`src/rtl/cache_fill_controller.sv`:
```
// Miss-handling sequencer for the I/D caches: arbitrates misses onto one memory port,
// streams 8 returned words into the winning cache, then writes its tag/valid metadata.
module cache_fill_controller #(
  parameter int ADDR_W = 16,
  parameter int DATA_W = 16,
  parameter int WORDS  = 8
) (
  input  logic              clk,
  input  logic              rst,
  input  logic              icache_miss,
  input  logic [ADDR_W-1:0] icache_addr,
  input  logic              dcache_miss,
  input  logic [ADDR_W-1:0] dcache_addr,
  input  logic [DATA_W-1:0] mem_data_in,
  input  logic              mem_data_valid,
  output logic              mem_enable,
  output logic [ADDR_W-1:0] mem_addr,
  output logic [ADDR_W-1:0] fill_addr,
  output logic [DATA_W-1:0] fill_data,
  output logic              icache_wr_data,
  output logic              icache_wr_meta,
  output logic              dcache_wr_data,
  output logic              dcache_wr_meta,
  output logic              icache_busy,
  output logic              dcache_busy
);

  localparam int CNT_W = $clog2(WORDS);
  localparam logic [ADDR_W-1:0] BLK_MASK = ~ADDR_W'(2 * WORDS - 1);

  typedef enum logic [1:0] {IDLE, FILL, META} state_t;

  state_t            state, state_next;
  logic              grant_dcache;
  logic [ADDR_W-1:0] base;
  logic [CNT_W-1:0]  issue_cnt;
  logic [CNT_W-1:0]  recv_cnt;
  logic              issue_done;
  logic              word_wr;
  logic              last_word;

  assign word_wr   = (state == FILL) && mem_data_valid;
  assign last_word = word_wr && (recv_cnt == CNT_W'(WORDS - 1));

  // Busy is decoded straight from registered state so reset drops it asynchronously.
  assign icache_busy = (state != IDLE) && !grant_dcache;
  assign dcache_busy = (state != IDLE) &&  grant_dcache;

  always_ff @(posedge clk or negedge rst) begin
    if (!rst) begin
      state        <= IDLE;
      grant_dcache <= 1'b0;
      base         <= '0;
      issue_cnt    <= '0;
      recv_cnt     <= '0;
      issue_done   <= 1'b0;
    end else begin
      state <= state_next;
      case (state)
        IDLE: begin
          issue_cnt  <= '0;
          recv_cnt   <= '0;
          issue_done <= 1'b0;
          if (dcache_miss) begin
            grant_dcache <= 1'b1;
            base         <= dcache_addr & BLK_MASK;
          end else if (icache_miss) begin
            grant_dcache <= 1'b0;
            base         <= icache_addr & BLK_MASK;
          end
        end
        FILL: begin
          // issue_cnt holds at the last index; issue_done marks all requests sent.
          if (!issue_done) begin
            if (issue_cnt == CNT_W'(WORDS - 1)) issue_done <= 1'b1;
            else                                issue_cnt  <= issue_cnt + 1'b1;
          end
          if (word_wr) recv_cnt <= recv_cnt + 1'b1;
        end
        default: ;
      endcase
    end
  end

  always_comb begin
    state_next     = state;
    mem_enable     = 1'b0;
    mem_addr       = '0;
    fill_addr      = '0;
    fill_data      = '0;
    icache_wr_data = 1'b0;
    icache_wr_meta = 1'b0;
    dcache_wr_data = 1'b0;
    dcache_wr_meta = 1'b0;
    case (state)
      IDLE: begin
        if (dcache_miss || icache_miss) state_next = FILL;
      end
      FILL: begin
        if (!issue_done) begin
          mem_enable = 1'b1;
          mem_addr   = base | ADDR_W'({issue_cnt, 1'b0});
        end
        if (word_wr) begin
          fill_data      = mem_data_in;
          fill_addr      = base | ADDR_W'({recv_cnt, 1'b0});
          icache_wr_data = !grant_dcache;
          dcache_wr_data =  grant_dcache;
        end
        if (last_word) state_next = META;
      end
      META: begin
        fill_addr      = base;
        icache_wr_meta = !grant_dcache;
        dcache_wr_meta =  grant_dcache;
        state_next     = IDLE;
      end
      default: state_next = IDLE;
    endcase
  end

endmodule

```
`config.mk`:
```
export PLATFORM = sky130hd
export DESIGN_NAME = cache_fill_controller
export DESIGN_NICKNAME = d
export VERILOG_FILES = /design/src/rtl/cache_fill_controller.sv
export SDC_FILE = /design/constraint.sdc
export NUM_CORES = 1
export LEC_CHECK = 0
export CORE_UTILIZATION = 36
export CTS_CLUSTER_DIAMETER = 50
export DETAILED_ROUTE_END_ITERATION = 8
export GPL_TIMING_DRIVEN = 0
export HOLD_SLACK_MARGIN = 0.15
export PLACE_DENSITY = 0.78
export SYNTH_ARGS = -nofsm -noshare
export SYNTH_HDL_FRONTEND = slang
export SYNTH_SLANG_ARGS = --single-unit
```
`constraint.sdc`:
```
create_clock -name clk -period 2.4 [get_ports clk]
set_clock_uncertainty 0.2 [all_clocks]
set_input_delay 0.48 -clock clk [delete_from_list [all_inputs] [get_ports clk]]
set_output_delay 0.48 -clock clk [all_outputs]
set_load 0.02 [all_outputs]
```
==> impl_metrics.env, run 1 <==
export IMPL_status="complete, no violations"
export IMPL_finish_instance_area_um2=2725
export IMPL_worstSetupStartpointType="flop"
export IMPL_top_layer="met4"
export IMPL_dp_hpwl_mm=3.353
export IMPL_synthArstFlopShare_pct=100.0
export IMPL_antenna_found_initial=0
export IMPL_fin_util_pct=65.76
export IMPL_worst_path_largest_cell_delay_ns=0.38
export IMPL_min_period_ns=2.390
export IMPL_coreArea_um2=4144
export IMPL_yosysTopAreaCellShare_pct=34.13
export IMPL_track_usage_pct=18.08
export IMPL_crit_buf_inv=5
export IMPL_drtIter0Drc=35
export IMPL_synth_edf_count=0
export IMPL_grt_pass1_wl_mm=6.492
export IMPL_worst_ep_required_time_ns=1.72
export IMPL_max_freq_ghz=0.4184
export IMPL_critPathKind="flop to output pin"
export IMPL_n_antenna_cell=0
export IMPL_fin_crit_sh_pct=99.58
export IMPL_slowest_stage="dfrtp_1"
export IMPL_fillCellCount=367
export IMPL_vias=1548
export IMPL_syn_cell_area_um2=1613
export IMPL_ios=108
export IMPL_synth_top_cell_by_area="dfrtp_1"
export IMPL_final_cells=332
export IMPL_tightestPinTransition_ns=0.9654
export IMPL_place_gp_congestion=0.7311
export IMPL_crit_top_cell="buf_6"
export IMPL_yosys_most_used_dff="dfrtp_1"
export IMPL_cellPowerDensity_nw_per_um2=960.5
export IMPL_relSlewSlack_pct=35.44
export IMPL_arrival_ns=1.71
export IMPL_setup_viol_count_final=0
export IMPL_grt_max_degree=23
export IMPL_syn_inst=173
export IMPL_synth_warnings=0
export IMPL_routed_wl_mm=4.444
export IMPL_pre_cts_ws_ns=-0.3201
export IMPL_max_cap_viol_count=0
export IMPL_slew_viol_final=0
export IMPL_wl_per_cell_um=13.39
export IMPL_synth_commonest_cells="and2_1, dfrtp_1, nand2_1"
export IMPL_end_kind="output pin"
export IMPL_placed_area_um2=2630
export IMPL_met2_length_mm=2.386
export IMPL_yosysMostFrequentCell="and2_1"
export IMPL_rows=23
export IMPL_dieArea_um2=4751
export IMPL_die_height_um=68.93
export IMPL_cts_buffer_depth=2
export IMPL_cts_root_buf="clkbuf_8"
export IMPL_grt_pass1_vias=1423
export IMPL_drc_errors=0
export IMPL_synthTopCellsByArea="dfrtp_1, and2_1, mux2i_1, ha_1, and2_4"
export IMPL_hold_path_class="flop to flop"
export IMPL_cts_buffers=3
export IMPL_clkSlewWorstSetupHoldPaths_ns=0.08
export IMPL_ys_seq_elements=22
export IMPL_wl_met3_um=117
export IMPL_drive_gt1_share_pct=36.17
export IMPL_holdWs_ns=0.2933
export IMPL_p_leak_nw=1.360
export IMPL_nNetsFinal=344
export IMPL_ir_worst_vdd_uv=572.7
export IMPL_area_growth_pct=68.97
export IMPL_crit_chain="inv_2 > buf_6 > ha_4 > nor2b_4 > buf_6 > buf_6 > and2_4 > buf_6"
export IMPL_cts_hold_buf=0
export IMPL_wl_met1_mm=1.866
export IMPL_grt_remaining_overflow=0
export IMPL_io_buffers=95
export IMPL_start_util_pct=38.92
export IMPL_clock_sinks=22
export IMPL_cts_tree="yes"
export IMPL_detail_route_antenna_nets=0
export IMPL_path_delay_family="buffers and inverters"
export IMPL_clk_latency_ns=0.26
export IMPL_synth_seq_area_share_pct=34.13
export IMPL_dpl_cell_count=319
export IMPL_layout_setup_ws_ns=0.01008
export IMPL_dieWidth_um=68.93
export IMPL_rsz0062_at_grt="yes"
export IMPL_cp_max_fo=4
export IMPL_syn_avg_cell_area_um2=9.323
export IMPL_drtPass1Iterations=4
export IMPL_via_per_inst=4.663
export IMPL_hold_viol=0
export IMPL_htreeDepth=1
export IMPL_synth_distinct_cells=27
worst min-delay path, delay by kind of cell (launching register included):
family | cells | cell delay [ns]
DFF | 1 | 0.35
AOI/OAI and AO/OA | 1 | 0.06
and+or+nand+nor | 1 | 0.05
worst paths after layout:
check / slack (ns) / end / startpoint / cells past startpoint
max reg2reg: 0.62 / issue_cnt[0]$_DFFE_PN0P_ / state[1]$_DFFE_PN0P_ / 4
max in group asynchronous: 0.80 / state[0]$_DFFE_PN0P_ / rst / 1
min in group asynchronous: 0.55 / base[13]$_DFFE_PN0P_ / rst / 1
min: 0.29 / base[5]$_DFFE_PN0P_ / base[5]$_DFFE_PN0P_ / 2
min reg2reg: 0.29 / base[5]$_DFFE_PN0P_ / base[5]$_DFFE_PN0P_ / 2
max: 0.01 / fill_addr[12] / state[1]$_DFFE_PN0P_ / 8
through the flow:
step           setup TNS, ns  power (W)
2_1_floorplan              0   0.001662
3_3_place_gp          -8.606   0.002322
3_5_place_dp          -9.185   0.002357
4_1_cts                    0   0.002581
5_1_grt              -0.1830   0.002804
6_report                   0   0.002617
placed cells by master (no fill, tap or decap), types with 12 or more instances in the layout:
master	instances
and2_4	12
clkdlybuf4s50_1	42
o21ai_0	13
dfrtp_1	21
nand2_1	17
mux2i_1	15
buf_6	13
buf_4	25
buf_2	21
and2_1	33
registers in the layout, indices dropped and copies added (netlist names):
| signal | cells |
|---|---|
| base | 12 |
| recv_cnt | 3 |
| issue_done | 1 |
| grant_dcache | 1 |
| state | 2 |
| issue_cnt | 3 |
area by class of cell:
| class | count | area, um2 | share of cell area (%) |
|---|---|---|---|
| Multi-Input combinational cell | 134 | 996.0 | 36.55 |
| Sequential cell | 22 | 551.8 | 20.25 |
| Clock buffer | 4 | 55.05 | 2.020 |
| Inverter | 5 | 18.77 | 0.6887 |
| Tap cell | 50 | 62.56 | 2.296 |
| Buffer | 11 | 101.3 | 3.719 |
| Timing Repair Buffer | 106 | 939.7 | 34.48 |
logic make-up after synthesis:
| kind of cell | Yosys count | synth area share [%] |
|---|---|---|
| adder cells (fa/ha/maj) | 8 | 6.207 |
| AO/OA/AOI/OAI | 25 | 9.465 |
| AND/OR/NAND/NOR | 79 | 29.01 |
| flip-flops | 22 | 34.14 |
| buffers and inverters | 19 | 8.456 |
| multiplexers | 19 | 12.49 |
| other | 1 | 0.2325 |
power by group:
part / internal (W) / total [W] / switching, W
clock: 0.000146 / 0.000263 / 0.000117
sequential: 0.000535 / 0.000666 / 0.000131
combinational: 0.000819 / 0.00169 / 0.000869
metal layers:
metal  global-route usage, %  up-vias
li1                        -      784
met1                   22.81      728
met2                   32.40       30
met3                   2.632        6
met4                   3.571        0
met5                       0        -
timing repair:
item	4_1_cts	5_1_grt
cloned	1	2
setup buffers	8	1
resized for setup	223	17
pin swaps	3	2
endpoints found under the setup margin	52	43
Note: power is estimated with default switching activity, not from simulation.
==> run 2, diff against run 1 <==
--- a/config.mk
+++ b/config.mk
@@ -13,2 +13,4 @@
 export PLACE_DENSITY = 0.78
+export SETUP_SLACK_MARGIN = 0.05
+export SKIP_CTS_REPAIR_TIMING = 1
 export SYNTH_ARGS = -nofsm -noshare
--- a/constraint.sdc
+++ b/constraint.sdc
@@ -4,2 +4,2 @@
 set_output_delay 0.48 -clock clk [all_outputs]
-set_load 0.02 [all_outputs]
+set_load 0.01 [all_outputs]
==> impl_metrics.env, run 2 (synthesis gave the netlist of run 1 again) <==
export IMPL_die_height_um=68.93
export IMPL_largest_register="base"
export IMPL_wl_per_cell_um=14.01
export IMPL_clock_sinks=22
export IMPL_worst_ep_required_time_ns=1.72
export IMPL_worstSetupStartpointType="flop"
export IMPL_holdPathEnd="base[4]$_DFFE_PN0P_"
export IMPL_drtPass1Iterations=5
export IMPL_layout_setup_ws_ns=-0.02448
export IMPL_finish_instance_area_um2=2897
export IMPL_dpl_cell_count=319
export IMPL_tightestPinTransition_ns=0.9740
export IMPL_ios=108
export IMPL_via_per_inst=4.696
export IMPL_cts_root_buf="clkbuf_8"
export IMPL_placed_area_um2=2630
export IMPL_start_util_pct=38.92
export IMPL_slowest_stage="dfrtp_1"
export IMPL_grt_remaining_overflow=0
export IMPL_worstHoldStart="base[4]$_DFFE_PN0P_"
export IMPL_worst_path_largest_cell_delay_ns=0.42
export IMPL_max_cap_viol_count=0
export IMPL_io_buffers=95
export IMPL_dp_hpwl_mm=3.353
export IMPL_min_period_ns=2.424
export IMPL_crit_top_cell="buf_6"
export IMPL_pre_cts_ws_ns=-0.2523
export IMPL_place_gp_congestion=0.7311
export IMPL_p_leak_nw=1.678
export IMPL_arrival_ns=1.74
export IMPL_dieArea_um2=4751
export IMPL_setup_viol_count_final=10
export IMPL_holdWs_ns=0.3122
export IMPL_routed_wl_mm=4.693
export IMPL_violations="negative setup slack"
export IMPL_detail_route_antenna_nets=0
export IMPL_reg_top3="base x12, issue_cnt x3, recv_cnt x3"
export IMPL_path_delay_family="buffers and inverters"
export IMPL_rrSetupSlack_ns=0.65
export IMPL_drtIter0Drc=33
export IMPL_clkSlewWorstSetupHoldPaths_ns=0.08
export IMPL_rr_startpoint="state[1]$_DFFE_PN0P_"
export IMPL_hold_viol=0
export IMPL_cellPowerDensity_nw_per_um2=928.1
export IMPL_area_growth_pct=79.60
export IMPL_fin_crit_sh_pct=101.0
export IMPL_final_cells=335
export IMPL_cts_buffer_depth=2
export IMPL_antenna_found_initial=0
export IMPL_grt_pass1_vias=1377
export IMPL_relSlewSlack_pct=34.86
export IMPL_nNetsFinal=347
export IMPL_dieWidth_um=68.93
export IMPL_critPathKind="flop to output pin"
export IMPL_coreArea_um2=4144
export IMPL_timing_rr_end="issue_cnt[0]$_DFFE_PN0P_"
export IMPL_grt_max_degree=23
export IMPL_slew_viol_final=0
export IMPL_rows=23
export IMPL_clk_latency_ns=0.26
export IMPL_cts_buffers=3
export IMPL_min_path_cells=2
export IMPL_status="finished, violations left"
export IMPL_rsz0062_at_grt="yes"
export IMPL_ir_worst_vdd_uv=543.9
export IMPL_max_freq_ghz=0.4125
export IMPL_track_usage_pct=17.07
export IMPL_r2r_cells=4
export IMPL_drc_errors=0
export IMPL_crit_chain="buf_6 > ha_4 > and2b_2 > buf_6 > buf_6 > and2_1 > clkbuf_2"
export IMPL_final_common_cell="clkdlybuf4s50_1"
export IMPL_crit_buf_inv=4
export IMPL_largest_register_ffs=12
export IMPL_htreeDepth=1
export IMPL_fin_util_pct=69.90
export IMPL_grt_pass1_wl_mm=6.168
export IMPL_fillCellCount=330
export IMPL_most_common_layout_cells="clkdlybuf4s50_1, buf_6, and2_4"
export IMPL_end_kind="output pin"
export IMPL_vias=1573
export IMPL_cp_max_fo=6
export IMPL_cts_tree="yes"
export IMPL_multiInputGateArea_um2=1030
export IMPL_hold_path_class="flop to flop"
export IMPL_seq_area_um2=550.5
export IMPL_drive_gt1_share_pct=36.14
export IMPL_n_antenna_cell=0
run 2: power breakdown:
part	internal, W	leakage [nW]	total (W)	switching, W
combinational	0.000998	1.37	0.00175	0.000751
sequential	0.000534	0.277	0.000679	0.000145
clock	0.000146	0.0288	0.000261	0.000115
total	0.00168	1.68	0.00269	0.00101
run 2: final cells by class:
cell class              count  share of cell area [%]
repair buffers            108                   36.54
plain buffers              13                   4.190
clock buffers               4                   1.901
flip-flops and latches     22                   19.01
multi-input cells         133                   35.55
inverters                   5                  0.6479
well taps                  50                   2.160
run 2: how the worst max path moves through the flow:
stage                         start            to  slack, ns  cells past startpoint
4_1_cts        state[1]$_DFFE_PN0P_   mem_addr[9]      -0.54                      7
5_1_grt        state[0]$_DFFE_PN0P_  mem_addr[10]      -0.10                      7
2_1_floorplan  state[1]$_DFFE_PN0P_  mem_addr[10]       0.46                      6
3_3_place_gp   state[1]$_DFFE_PN0P_   mem_addr[9]      -0.23                      7
6_report       state[0]$_DFFE_PN0P_  mem_addr[12]      -0.02                      7
3_5_place_dp   state[1]$_DFFE_PN0P_   mem_addr[9]      -0.25                      7
run 2: through the flow:
step,setup TNS (ns),total power [W]
detailed placement,-5.944,0.002181
global route,-1.281,0.002875
global placement,-5.546,0.002146
CTS,-20.63,0.002455
floorplan,0,0.001485
finish,-0.1278,0.002688
run 2: tightest hold or removal path, stage by stage (launching register included):
cell,delay [ns]
dfrtp_1,0.37
nand2_1,0.05
o21ai_0,0.06
run 2: routing by layer:
layer  GRT usage (%)  share of wire (%)
met1           21.11                 42
met2           30.70                 54
met3           2.961                2.7
met4           3.571                1.6
met5               0                  0
